--- src/rtl/score_keeper_if.sv ---
// Event inputs and display outputs of the score keeper, bundled for the design port.
interface score_keeper_if;
  logic            startOfFrame;
  logic            addEvent;
  logic [3:0]      addValue;
  logic            subEvent;
  logic [3:0]      subValue;
  logic            clearScore;
  logic            goalLoad;
  logic [11:0]     goalValue;
  logic [5:0][3:0] numbersToShow;
  logic            SignToShow;
  logic            ShowSign;
  logic            goalReached;

  modport master (
    output startOfFrame, addEvent, addValue, subEvent, subValue,
           clearScore, goalLoad, goalValue,
    input  numbersToShow, SignToShow, ShowSign, goalReached
  );

  modport slave (
    input  startOfFrame, addEvent, addValue, subEvent, subValue,
           clearScore, goalLoad, goalValue,
    output numbersToShow, SignToShow, ShowSign, goalReached
  );
endinterface

--- src/rtl/score_keeper.sv ---
// Three-digit BCD score/goal keeper with deferred subtraction, a frame-timed
// +/- sign indicator and a goal-reached pulse.
module score_keeper #(
  parameter logic [11:0] GOAL_DEFAULT = 12'h100,
  parameter int          SIGN_FRAMES  = 30
) (
  input  logic           clk,
  input  logic           reset,
  score_keeper_if.slave  bus
);

  localparam int CW = (SIGN_FRAMES < 1) ? 1 : $clog2(SIGN_FRAMES + 1);

  localparam logic [0:0] ST_IDLE    = 1'b0;
  localparam logic [0:0] ST_SHOWING = 1'b1;

  logic [11:0]   score_q, score_d;
  logic [11:0]   goal_q, goal_d;
  logic          pend_q, pend_d;
  logic [3:0]    pend_val_q, pend_val_d;
  logic [CW-1:0] cnt_q, cnt_d;
  logic [0:0]    state_q, state_d;
  logic          sign_q, sign_d;
  logic          show_q, show_d;
  logic          goal_reached_q, goal_reached_d;

  logic [11:0]   base_s;
  logic [3:0]    add_v_s, sub_v_s;
  logic          applied_s;

  function automatic logic [3:0] clamp9(input logic [3:0] v);
    if (v > 4'd9) begin
      return 4'd9;
    end else begin
      return v;
    end
  endfunction

  // Digit-wise BCD add of a single digit into the units; carry out saturates at 999.
  function automatic logic [11:0] bcd_add(input logic [11:0] a, input logic [3:0] v);
    logic [11:0] r;
    logic [4:0]  s;
    logic        c;
    r = 12'h000;
    c = 1'b0;
    for (int i = 0; i < 3; i++) begin
      s = {1'b0, a[4*i +: 4]} + ((i == 0) ? {1'b0, v} : {4'd0, c});
      if (s > 5'd9) begin
        r[4*i +: 4] = 4'(s - 5'd10);
        c = 1'b1;
      end else begin
        r[4*i +: 4] = s[3:0];
        c = 1'b0;
      end
    end
    return c ? 12'h999 : r;
  endfunction

  // Digit-wise BCD subtract; a borrow out of the hundreds saturates at 000.
  function automatic logic [11:0] bcd_sub(input logic [11:0] a, input logic [3:0] v);
    logic [11:0] r;
    logic [4:0]  ad;
    logic [4:0]  sd;
    logic        b;
    r = 12'h000;
    b = 1'b0;
    for (int i = 0; i < 3; i++) begin
      ad = {1'b0, a[4*i +: 4]};
      sd = (i == 0) ? {1'b0, v} : {4'd0, b};
      if (ad < sd) begin
        r[4*i +: 4] = 4'(ad + 5'd10 - sd);
        b = 1'b1;
      end else begin
        r[4*i +: 4] = 4'(ad - sd);
        b = 1'b0;
      end
    end
    return b ? 12'h000 : r;
  endfunction

  // Next-state for score, goal, pending sub, sign FSM and goal pulse.
  always_comb begin
    score_d        = score_q;
    goal_d         = goal_q;
    pend_d         = pend_q;
    pend_val_d     = pend_val_q;
    cnt_d          = cnt_q;
    state_d        = state_q;
    sign_d         = sign_q;
    applied_s      = 1'b0;
    add_v_s        = clamp9(bus.addValue);
    sub_v_s        = clamp9(bus.subValue);
    base_s         = pend_q ? bcd_sub(score_q, pend_val_q) : score_q;

    if (bus.goalLoad) begin
      goal_d = {clamp9(bus.goalValue[11:8]), clamp9(bus.goalValue[7:4]),
                clamp9(bus.goalValue[3:0])};
    end else begin
      goal_d = goal_q;
    end

    if (bus.clearScore) begin
      score_d    = 12'h000;
      pend_d     = 1'b0;
      pend_val_d = 4'd0;
      cnt_d      = {CW{1'b0}};
      state_d    = ST_IDLE;
    end else begin
      // A pending sub always lands first; a new sub paired with an add takes the freed slot.
      if (bus.addEvent) begin
        score_d   = bcd_add(base_s, add_v_s);
        sign_d    = 1'b0;
        applied_s = 1'b1;
        if (bus.subEvent) begin
          pend_d     = 1'b1;
          pend_val_d = sub_v_s;
        end else begin
          pend_d     = 1'b0;
          pend_val_d = 4'd0;
        end
      end else if (bus.subEvent) begin
        score_d    = bcd_sub(base_s, sub_v_s);
        sign_d     = 1'b1;
        applied_s  = 1'b1;
        pend_d     = 1'b0;
        pend_val_d = 4'd0;
      end else if (pend_q) begin
        score_d    = base_s;
        sign_d     = 1'b1;
        applied_s  = 1'b1;
        pend_d     = 1'b0;
        pend_val_d = 4'd0;
      end else begin
        score_d = score_q;
      end

      if (applied_s) begin
        state_d = ST_SHOWING;
        cnt_d   = CW'(SIGN_FRAMES);
      end else begin
        case (state_q)
          ST_IDLE: begin
            state_d = ST_IDLE;
          end
          ST_SHOWING: begin
            if (bus.startOfFrame) begin
              if (cnt_q <= CW'(1)) begin
                cnt_d   = {CW{1'b0}};
                state_d = ST_IDLE;
              end else begin
                cnt_d = cnt_q - CW'(1);
              end
            end else if (cnt_q == {CW{1'b0}}) begin
              state_d = ST_IDLE;
            end else begin
              state_d = ST_SHOWING;
            end
          end
          default: begin
            state_d = ST_IDLE;
            cnt_d   = {CW{1'b0}};
          end
        endcase
      end
    end

    show_d         = (state_d == ST_SHOWING);
    goal_reached_d = (score_d >= goal_d) && !(score_q >= goal_q);
  end

  // State registers, all cleared asynchronously by reset.
  always_ff @(posedge clk or posedge reset) begin
    if (reset) begin
      score_q        <= 12'h000;
      goal_q         <= GOAL_DEFAULT;
      pend_q         <= 1'b0;
      pend_val_q     <= 4'd0;
      cnt_q          <= {CW{1'b0}};
      state_q        <= ST_IDLE;
      sign_q         <= 1'b0;
      show_q         <= 1'b0;
      goal_reached_q <= 1'b0;
    end else begin
      score_q        <= score_d;
      goal_q         <= goal_d;
      pend_q         <= pend_d;
      pend_val_q     <= pend_val_d;
      cnt_q          <= cnt_d;
      state_q        <= state_d;
      sign_q         <= sign_d;
      show_q         <= show_d;
      goal_reached_q <= goal_reached_d;
    end
  end

  assign bus.numbersToShow = {score_q, goal_q};
  assign bus.SignToShow    = sign_q;
  assign bus.ShowSign      = show_q;
  assign bus.goalReached   = goal_reached_q;

endmodule

--- src/flat_wrapper.sv ---
// flat-port wrapper written by rule: the top's interface ports become plain ports
module score_keeper_flat 
#(
  parameter logic [11:0] GOAL_DEFAULT = 12'h100,
  parameter int          SIGN_FRAMES  = 30
)
  (clk, reset, bus_startOfFrame, bus_addEvent, bus_addValue, bus_subEvent, bus_subValue, bus_clearScore, bus_goalLoad, bus_goalValue, bus_numbersToShow, bus_SignToShow, bus_ShowSign, bus_goalReached);
  score_keeper_if bus_i ();
  input  logic clk;
  input  logic reset;
  input wire logic [$bits(bus_i.startOfFrame)-1:0] bus_startOfFrame;
  input wire logic [$bits(bus_i.addEvent)-1:0] bus_addEvent;
  input wire logic [$bits(bus_i.addValue)-1:0] bus_addValue;
  input wire logic [$bits(bus_i.subEvent)-1:0] bus_subEvent;
  input wire logic [$bits(bus_i.subValue)-1:0] bus_subValue;
  input wire logic [$bits(bus_i.clearScore)-1:0] bus_clearScore;
  input wire logic [$bits(bus_i.goalLoad)-1:0] bus_goalLoad;
  input wire logic [$bits(bus_i.goalValue)-1:0] bus_goalValue;
  output wire logic [$bits(bus_i.numbersToShow)-1:0] bus_numbersToShow;
  output wire logic [$bits(bus_i.SignToShow)-1:0] bus_SignToShow;
  output wire logic [$bits(bus_i.ShowSign)-1:0] bus_ShowSign;
  output wire logic [$bits(bus_i.goalReached)-1:0] bus_goalReached;
  assign bus_i.startOfFrame = bus_startOfFrame;
  assign bus_i.addEvent = bus_addEvent;
  assign bus_i.addValue = bus_addValue;
  assign bus_i.subEvent = bus_subEvent;
  assign bus_i.subValue = bus_subValue;
  assign bus_i.clearScore = bus_clearScore;
  assign bus_i.goalLoad = bus_goalLoad;
  assign bus_i.goalValue = bus_goalValue;
  assign bus_numbersToShow = bus_i.numbersToShow;
  assign bus_SignToShow = bus_i.SignToShow;
  assign bus_ShowSign = bus_i.ShowSign;
  assign bus_goalReached = bus_i.goalReached;
  score_keeper #(.GOAL_DEFAULT(GOAL_DEFAULT), .SIGN_FRAMES(SIGN_FRAMES)) u_core (.clk(clk), .reset(reset), .bus(bus_i));
endmodule
--- config.mk ---
export PLATFORM = sky130hd
export DESIGN_NAME = score_keeper_flat
export DESIGN_NICKNAME = d
export VERILOG_FILES = /design/src/rtl/score_keeper_if.sv /design/src/rtl/score_keeper.sv /design/src/flat_wrapper.sv
export SDC_FILE = /design/constraint.sdc
export NUM_CORES = 1
export LEC_CHECK = 0
export BUFFER_PORTS_ARGS = -buffer_cell sky130_fd_sc_hd__buf_4
export CORE_MARGIN = 10
export CORE_UTILIZATION = 65
export CTS_BUF_LIST = sky130_fd_sc_hd__clkbuf_4 sky130_fd_sc_hd__clkbuf_8
export CTS_CLUSTER_DIAMETER = 100
export DETAILED_ROUTE_END_ITERATION = 8
export GPL_TIMING_DRIVEN = 0
export PLACE_DENSITY_LB_ADDON = 0.08
export SYNTH_ARGS = -nofsm -noshare
export SYNTH_HDL_FRONTEND = slang
export SYNTH_SLANG_ARGS = --single-unit
--- constraint.sdc ---
create_clock -name clk -period 25.7 [get_ports clk]
set_input_delay 2.57 -clock clk [delete_from_list [all_inputs] [get_ports clk]]
set_output_delay 2.57 -clock clk [all_outputs]
set_load 0.05 [all_outputs]
Yosys cells after proc, flatten, opt, wreduce, memory -nomap -nowiden
Index checks and enable logic that the tools add are counted.
Storage, ports and cells
  register bits: 37
  input bits: 27
  output and inout port bits: 27
  word-level logic and storage cells: 134
Operators by class
  $add $sub $neg: 25
  magnitude comparators: 17
  muxes and demuxes: 73
  bitwise logic cells: 2
  reduce and logical (&&, ||, !) cells: 9
Operators with widths (number)
  $mux 12: 9
  $mux 4: 19
  $mux 1: 39
  $sub 4x1->4: 8
  $mux 5: 5
  $add 4x4->4 const B: 6
  $ge 12x12->1: 2
  $gt 4x4->1 const B: 5
  $lt 4x1->1: 4
  $sub 4x4->4: 4
  $gt 5x4->1 const B: 3
  $sub 4x4->4 const B: 3
  $add 4x1->5: 2
  $reduce_bool 3->1: 3
  $lt 4x4->1: 2
  $add 4x4->5: 1
  $le 5x1->1 const B: 1
  $logic_not 5->1: 1
  $sub 5x1->5 const B: 1
  $reduce_and 2->1: 2
  $reduce_bool 4->1: 1
  $not 1->1: 2
  $pmux 1 s2: 1
  $logic_and 1x1->1: 1
  $logic_not 1->1: 1

Logic depth before layout (Yosys ltp)
Gate-level depths: netlist of the first run.
  depth in word-level cells: 29
  mapped depth: 42
  depth with buffers taken out: 42

Worst setup path after synthesis of the first run
Ideal clock, no wire load.
  path kind: register to register
  start point: register u_core.score_q[0]
  end point: register u_core.goal_reached_q, in the netlist u_core.bus.goalReached
  library setup time: 120 ps
  arrival: 8445 ps
  data required time: 25580 ps
  slack: 17135 ps
  stages on the path, launching flop included: 41
  path buffers: 0
  period minus slack after synthesis: 8565 ps
  cells stage by stage: dfrtp_1 -> inv_1 -> ha_1 -> fa_1 -> o21ai_1 -> inv_1 -> ha_1 -> ha_1 -> and2_1 -> ha_1 -> ha_1 -> or3b_1 -> nand2_2 -> a2bb2oi_1 -> inv_1 -> ha_1 -> a21o_1 -> a21oi_1 -> (+5 left out) -> xnor2_1 -> nor2_1 -> o21ai_0 -> o21ai_0 -> ha_1 -> ha_1 -> nor3_1 -> o21bai_1 -> a32oi_4 -> nor2b_2 -> nor4_2 -> ha_1 -> a21o_1 -> a2111oi_0 -> nor2_1 -> a211oi_1 -> o31ai_1 -> o211a_1
Between the ends
  word-level cells in the longest chain between the ends: 29
  elaborated cells on any way between the ends: 76
  those cells by class: add/sub: 22; order compare: 11; mux: 41; reduce/logical: 2
RTL lines
  start: declaration: RTL line score_keeper.sv:17  | logic [11:0] score_q, score_d;
  start signal: assignment: RTL line score_keeper.sv:184  | score_q <= score_d;
  $lt 4x4->1: RTL line score_keeper.sv:70  | if (ad < sd) begin
  $mux 1: RTL line score_keeper.sv:70
  $lt 4x1->1: RTL line score_keeper.sv:70
  $mux 1: RTL line score_keeper.sv:70
  $lt 4x1->1: RTL line score_keeper.sv:70
  $mux 1: RTL line score_keeper.sv:70
  $mux 12: RTL line score_keeper.sv:78  | return b ? 12'h000 : r;
  $mux 12 (*): RTL line score_keeper.sv:93  | base_s = pend_q ? bcd_sub(score_q, pend_val_q) : score_q;
  parallel branches: the longest is 17 deep, another holds $add 4x4->5
  $mux 12 (*): RTL line score_keeper.sv:110  | if (bus.addEvent) begin
  $mux 12 (*): RTL line score_keeper.sv:102  | if (bus.clearScore) begin
  via u_core.score_d[6]: RTL line score_keeper.sv:17
  $ge 12x12->1 (*): RTL line score_keeper.sv:168  | goal_reached_d = (score_d >= goal_d) && !(score_q >= goal_q);
  $logic_and 1x1->1 (*): RTL line score_keeper.sv:168
  via u_core.goal_reached_d: RTL line score_keeper.sv:25  | logic goal_reached_q, goal_reached_d;
  end signal: assignment: RTL line score_keeper.sv:192  | goal_reached_q <= goal_reached_d;
  end: declaration: RTL line score_keeper.sv:25
Mark *: on every way through the listed nets, which the timed path passes. The select of a mux whose other input is x is not followed.
A chain may end at the register's enable or synchronous reset.

Worst setup path after layout of the first run
Ends and elaborated chain as after synthesis.

==> results.cfg, run 1 <==
[grt]
global_route.usage.total = 0.2030
number_of_antenna_violations_at_the_first_check_in_global_routing = 0
number_of_global_route_vias_before_repair = 3492
grt-ovfl-total = 0
grt_first_pass_wirelength_mm = 16.62
pin_count_of_the_biggest_net_entering_global_routing = 21

[placement]
dp_hpwl_mm = 8.117
placement.setup.worst_slack_ns = 15.91
numPortBuffers = 52
placed_cells = 591
placer_s_final_routability_congestion_estimate = 0.9007

[timing]
hold_viol_final = 0
fin_skew_ns = 0.007299
period_needed_ns = 9.962
report.final.setup_viol = 0
unrepaired_setup_endpoints_after_global_routing = false
finalSetupTns_ns = 0
worst-slew-pin-transition_ns = 0.9213
period_share = 0.3876
finalWorstSetupSlack_ns = 15.74
slew_headroom = 0.3801
final_max_slew_viol_count = 0
fmax_achieved_ghz = 0.1004

[setup_path]
critical_path.most_common_cell = ha_1
path_class = reg2reg
timing.critical_path.from = u_core.score_q[0]$_DFF_PP0_
critical_path.max_stage_delay_ns = 0.49
worst_ep_required_time_ns = 25.88
worstPathArrival_ns = 10.14
timing.critical_path.fanout_max = 9
regToRegStartpoint = u_core.score_q[0]$_DFF_PP0_
timing.critical_path.to_type = flip-flop
r2r_cells = 39
slowest_stage = fa_1
setup.worst_path.start_class = flip-flop

[yosys]
syn_nets = 562
asyncSetResetFlopFracSynth = 1.000
main_synth_ff_type = dfrtp_1
synth_area_sq_um = 3950
ys_warn_count = 0
synth_area_leaders = dfrtp_1, ha_1, inv_1
netlist.top_cell.by_area = dfrtp_1
netlist_instances = 463
synth_enable_flop_cells = 0
ys_ff_latch = 37
ys_types = 70
synth.avg_cell_area_sq_um = 8.531
yosysSeqAreaShare = 0.2347
synth_largest_type_area_fraction = 0.2281

[cts]
ctsHtreeMaxLevel = 2
max-clock-path-buffers = 2
clock_tree.root_cell = clkbuf_8
clock_insertion_delay_worst_skew_ns = 0.30
cts_tree = yes
cts_hold_repair.buffers = 0
cts_post_setup_buffers_inserted = 0
cts_inserted_buffers = 5
path_clk_slew_ns = 0.07
cts-resized-gates = 0
tritoncts_num_sinks = 37

[route]
vias = 3536
drt_first_pass_iters = 5
drc_viols = 0
routed_wirelength_mm = 9.799
dr.first_iter.drc_count = 193
detail_route.vias_per_cell = 5.903
drt-wirelength-per-cell_um = 16.36
drtAntennaViolNets = 0

[final_layout]
most_common_cell_after_layout_fill_and_taps_aside = inv_1
drive_above_1_share = 0.1450
area_delta_synth_final_pct = 15.27
final_core_area_utilization = 0.7690
nNetsFinal = 622
number_of_standard_cells_in_the_layout_taps_in_and_fillers_out = 599
multiInputGateArea_sq_um = 2705
n_fill_cell = 442
final_cell_mix = inv_1, ha_1, buf_4, nor2_1, dfrtp_1
seq_area_sq_um = 927.1
antenna_cells = 0

[power_and_ir_drop]
power_switching_mw = 0.2267
power.switching_fraction = 0.5007
p_int_mw = 0.2261
seq_power_share = 0.175
power_share_of_the_combinational_group = 0.729
p_clk_frac = 0.095
irDropWorstVdd_mv = 0.06388
total_leakage_power_nw = 2.352
power.density_cell_area_nw_per_um2 = 99.45

[floorplan]
std_cell_rows = 28
ios = 54
core-area_sq_um = 5921
die-area_sq_um = 9595
die_w_um = 97.96
die_h_um = 97.96
start_util = 0.6672

[min_path]
hold_start = u_core.pend_val_q[2]$_DFFE_PP0P_
min_path_type = reg2reg
hold_path_depth = 2

[flow_run]
max_cap_violations = 0

[outcome]
outcome = finished, final reports clean
[cell type report]
| type | count | share of cell area |
|---|---|---|
| buffer | 11 | 0.009618 |
| timing repair buffer | 53 | 0.09178 |
| clock buffer | 8 | 0.02006 |
| tap | 75 | 0.02061 |
| multi-input combinational | 342 | 0.5941 |
| inverter | 73 | 0.06018 |
| sequential | 37 | 0.2036 |
[power groups by stage]
stage	combinational, mW	sequential, mW	clock, mW
after CTS	0.328	0.0795	0.0433
after detailed placement	0.325	0.0804	0
after global placement	0.311	0.0800	0
final	0.330	0.0794	0.0432
after global routing	0.368	0.0813	0.0462
after floorplan	0.221	0.107	0
[final timing paths]
check / to / slack (ns)
max in group asynchronous: u_core.bus.SignToShow$_DFFE_PP0P_ / 22.68
hold reg to reg: u_core.pend_val_q[2]$_DFFE_PP0P_ / 0.50
hold / removal: u_core.pend_val_q[2]$_DFFE_PP0P_ / 0.50
min in group asynchronous: u_core.cnt_q[0]$_DFFE_PP0P_ / 2.45
setup reg to reg: u_core.bus.goalReached$_DFF_PP0_ / 15.74
setup / recovery: u_core.bus.goalReached$_DFF_PP0_ / 15.74
[cell usage after synthesis (2+ instances only)]
| cell | instances |
|---|---|
| nor2_1 | 36 |
| a311oi_1 | 3 |
| o2bb2ai_1 | 2 |
| a21boi_0 | 6 |
| nor2b_1 | 7 |
| a211oi_1 | 8 |
| a22oi_1 | 5 |
| ha_1 | 65 |
| o22ai_1 | 2 |
| o31ai_1 | 2 |
| o211ai_1 | 2 |
| fa_1 | 7 |
| o21ai_0 | 18 |
| xnor2_1 | 11 |
| a31oi_1 | 3 |
| buf_2 | 2 |
| nand3_1 | 7 |
| a211o_1 | 2 |
| clkbuf_1 | 8 |
| or3_1 | 3 |
| a221oi_1 | 2 |
| nand4_1 | 2 |
| a21oi_1 | 28 |
| nand2b_1 | 8 |
| and3_1 | 2 |
| nor4_1 | 2 |
| a21o_1 | 15 |
| and2_1 | 3 |
| mux2i_1 | 8 |
| o21ai_1 | 3 |
| nor3b_1 | 3 |
| o21a_1 | 7 |
| nand2_2 | 2 |
| a2bb2oi_1 | 2 |
| dfrtp_1 | 36 |
| nor3_1 | 8 |
| o31a_1 | 3 |
| inv_1 | 71 |
| nand2_1 | 24 |
| xor2_1 | 5 |
[layer usage]
| metal | track usage | wire, um | vias to the layer above |
|---|---|---|---|
| li1 | - | - | 1743 |
| met1 | 0.2434 | 4208 | 1695 |
| met2 | 0.3538 | 4947 | 83 |
| met3 | 0.04510 | 472 | 15 |
| met4 | 0.05817 | 170 | 0 |
| met5 | 0 | 0 | - |
[logic make-up (layout without fill, tap and decap cells)]
kind of cell | after synthesis | after routing | synth area share
compound gates | 131 | 131 | 0.2392
xor+xnor | 16 | 16 | 0.03548
fa+ha+maj | 72 | 72 | 0.2414
buf+inv | 84 | 145 | 0.08045
flops | 37 | 37 | 0.2347
mux | 9 | 9 | 0.02312
simple gates | 114 | 114 | 0.1457
[critical path, delay by kind of cell, from the launching register on]
family	cells	cell delay, ns
adder cells (fa/ha/maj)	11	2.95
flip-flops	1	0.41
XOR/XNOR	2	0.53
AND/OR/NAND/NOR	9	2.04
buffers and inverters	4	0.51
AO/OA/AOI/OAI	13	3.40
[through the flow]
stage	hold WS (ns)	area [sq um]	power, mW
after global routing	0.5303	4553	0.4957
after global placement	0.4725	4434	0.3908
after detailed placement	0.4846	4462	0.4056
after floorplan	0.4498	3950	0.3281
after CTS	0.5003	4553	0.4509
final	0.5020	4553	0.4528
[sequential cells by signal (all words and copies together) (netlist names)]
signal and count:
u_core.bus.goalReached 1, u_core.bus.SignToShow 1, u_core.pend_q 1, u_core.score_q 12, u_core.state_q 1, u_core.pend_val_q 4, u_core.cnt_q 5, u_core.goal_q 12
(Power assumes the default switching activity.)
==> run 2, diff against run 1 <==
CORE_UTILIZATION = 61   (was 65)
clock period = 10 ns   (was 25.7 ns; I/O delays follow)
==> run 2 against run 1 <==
Against the previous run: via count is 0.48% higher; fmax rose by 6.2%; non-clock buffer count up 1; utilization shrank 4.2 points; clock skew down 0.0015 ns; combinational power increased to 2.6 times the previous value; largest cell class unchanged; routed wire length grew 1.6%; setup slack worse by 15 ns.
==> results.cfg, run 2 (synthesis gave the netlist of run 1 again) <==
[grt]
number_of_antenna_violations_at_the_first_check_in_global_routing = 0
global_route.usage.total = 0.1960
grt_first_pass_wirelength_mm = 16.35
pin_count_of_the_biggest_net_entering_global_routing = 22
number_of_global_route_vias_before_repair = 3561
grt-ovfl-total = 0

[setup_path]
cp_top_family = adder cells
critical_path.max_stage_delay_ns = 0.43
worstPathArrival_ns = 9.56
worst_ep_required_time_ns = 10.18
slowest_stage = or3b_1
critical_path.most_common_cell = ha_1
setup.worst_path.start_class = flip-flop
r2r_cells = 40
critical_path_cell_count = 40
timing.critical_path.fanout_max = 9
timing.critical_path.to_type = flip-flop
worstPathBufferInverterCount = 4
path_class = reg2reg

[cts]
path_clk_slew_ns = 0.07
max-clock-path-buffers = 2
tritoncts_num_sinks = 37
cts_tree = yes
cts_hold_repair.buffers = 0
clock_tree.root_cell = clkbuf_8
clock_insertion_delay_worst_skew_ns = 0.29
ctsHtreeMaxLevel = 2
cts_inserted_buffers = 5

[timing]
report.final.setup_viol = 0
worst-slew-pin-transition_ns = 0.9162
finalSetupTns_ns = 0
hold_viol_final = 0
fin_hold_ws_ns = 0.5048
period_share = 0.9380
slew_headroom = 0.3835
unrepaired_setup_endpoints_after_global_routing = false
fin_skew_ns = 0.005832
period_needed_ns = 9.380
final_max_slew_viol_count = 0
fmax_achieved_ghz = 0.1066

[floorplan]
std_cell_rows = 29
die_h_um = 100.5
die-area_sq_um = 10090
die_w_um = 100.5
start_util = 0.6256
ios = 54
core-area_sq_um = 6314

[power_and_ir_drop]
p_int_mw = 0.5846
p_clk_frac = 0.092
irDropWorstVdd_mv = 0.1667
power_switching_mw = 0.5882
p_total_mw = 1.173
power.switching_fraction = 0.5016
total_leakage_power_nw = 2.358
power.density_cell_area_nw_per_um2 = 255.6
seq_power_share = 0.175
power_share_of_the_combinational_group = 0.733

[route]
drtAntennaViolNets = 0
routed_wirelength_mm = 9.952
drt_first_pass_iters = 5
detail_route.vias_per_cell = 5.912
drt-wirelength-per-cell_um = 16.56
dr.first_iter.drc_count = 162
vias = 3553
drc_viols = 0

[min_path]
hold_path_depth = 2
min_path_type = reg2reg

[final_layout]
number_of_standard_cells_in_the_layout_taps_in_and_fillers_out = 601
area_delta_synth_final_pct = 16.19
most_common_cell_after_layout_fill_and_taps_aside = inv_1
reg_top3 = u_core.goal_q (12), u_core.score_q (12), u_core.cnt_q (5)
final_design_area_no_fill_sq_um = 4589
nNetsFinal = 623
antenna_cells = 0
n_fill_cell = 522
final_cell_mix = inv_1, ha_1, buf_4, nor2_1, dfrtp_1
drive_above_1_share = 0.1508

[placement]
dp_hpwl_mm = 8.160
numPortBuffers = 52
placed_cells = 593
postPlaceCellArea_sq_um = 4464
placer_s_final_routability_congestion_estimate = 0.9203

[flow_run]
max_cap_violations = 0

[outcome]
outcome = finished, final reports clean
-- run 2: worst paths after layout --
check | startpoint | to | slack, ns
min in group asynchronous | reset | u_core.goal_q[9]$_DFF_PP0_ | 0.91
max in group asynchronous | reset | u_core.score_q[5]$_DFF_PP0_ | 8.52
worst max-delay path | u_core.score_q[0]$_DFF_PP0_ | u_core.bus.goalReached$_DFF_PP0_ | 0.62
worst max register to register | u_core.score_q[0]$_DFF_PP0_ | u_core.bus.goalReached$_DFF_PP0_ | 0.62
worst min-delay path | u_core.pend_val_q[2]$_DFFE_PP0P_ | u_core.pend_val_q[2]$_DFFE_PP0P_ | 0.50
worst min register to register | u_core.pend_val_q[2]$_DFFE_PP0P_ | u_core.pend_val_q[2]$_DFFE_PP0P_ | 0.50
-- run 2: power groups by stage --
stage	Clock, mW	Sequential [mW]	Combinational (mW)
floorplan	0	0.275	0.568
CTS	0.109	0.205	0.844
global placement	0	0.206	0.802
finish	0.107	0.205	0.860
global route	0.115	0.210	0.957
detailed placement	0	0.207	0.833
-- run 2: worst reg2reg max path, delay by kind of cell (launching register included) --
kind | cells | cell delay (ns)
AOI/OAI and AO/OA | 13 | 2.94
buffers and inverters | 4 | 0.42
and+or+nand+nor | 9 | 1.97
DFF | 1 | 0.41
adders and majority gates | 12 | 3.10
xor gates and xnor gates | 2 | 0.42
-- run 2: layout make-up --
cell class	instances	area, sq um	area share
multi-input cells	342	2733	0.5954
flip-flops and latches	37	927.1	0.2020
repair buffers	54	425.4	0.09269
inverters	73	274.0	0.05971
well taps	77	96.34	0.02099
clock buffers	7	90.09	0.01963
plain buffers	11	43.79	0.009542
-- run 2: routing by layer --
metal / part of all wire / up-vias / GRT usage
li1: - / 1750 / -
met1: 0.41 / 1674 / 0.2318
met4: 0.021 / 0 / 0.06630
met3: 0.049 / 22 / 0.03155
met5: 0 / - / 0
met2: 0.52 / 107 / 0.3492
-- run 2: repair_timing --
action	4_1_cts	5_1_grt
endpoints found under the setup margin	0	1
resized for setup	0	5
setup buffers	0	1
-- run 2: per-stage QoR --
| stage | setup WS, ns | utilization |
|---|---|---|
| floorplan | 1.435 | - |
| global placement | 0.4886 | 0.7027 |
| detailed placement | 0.2959 | 0.7071 |
| CTS | 0.2192 | 0.7214 |
| global route | 0.00007994 | 0.7269 |
| finish | 0.6196 | 0.7269 |
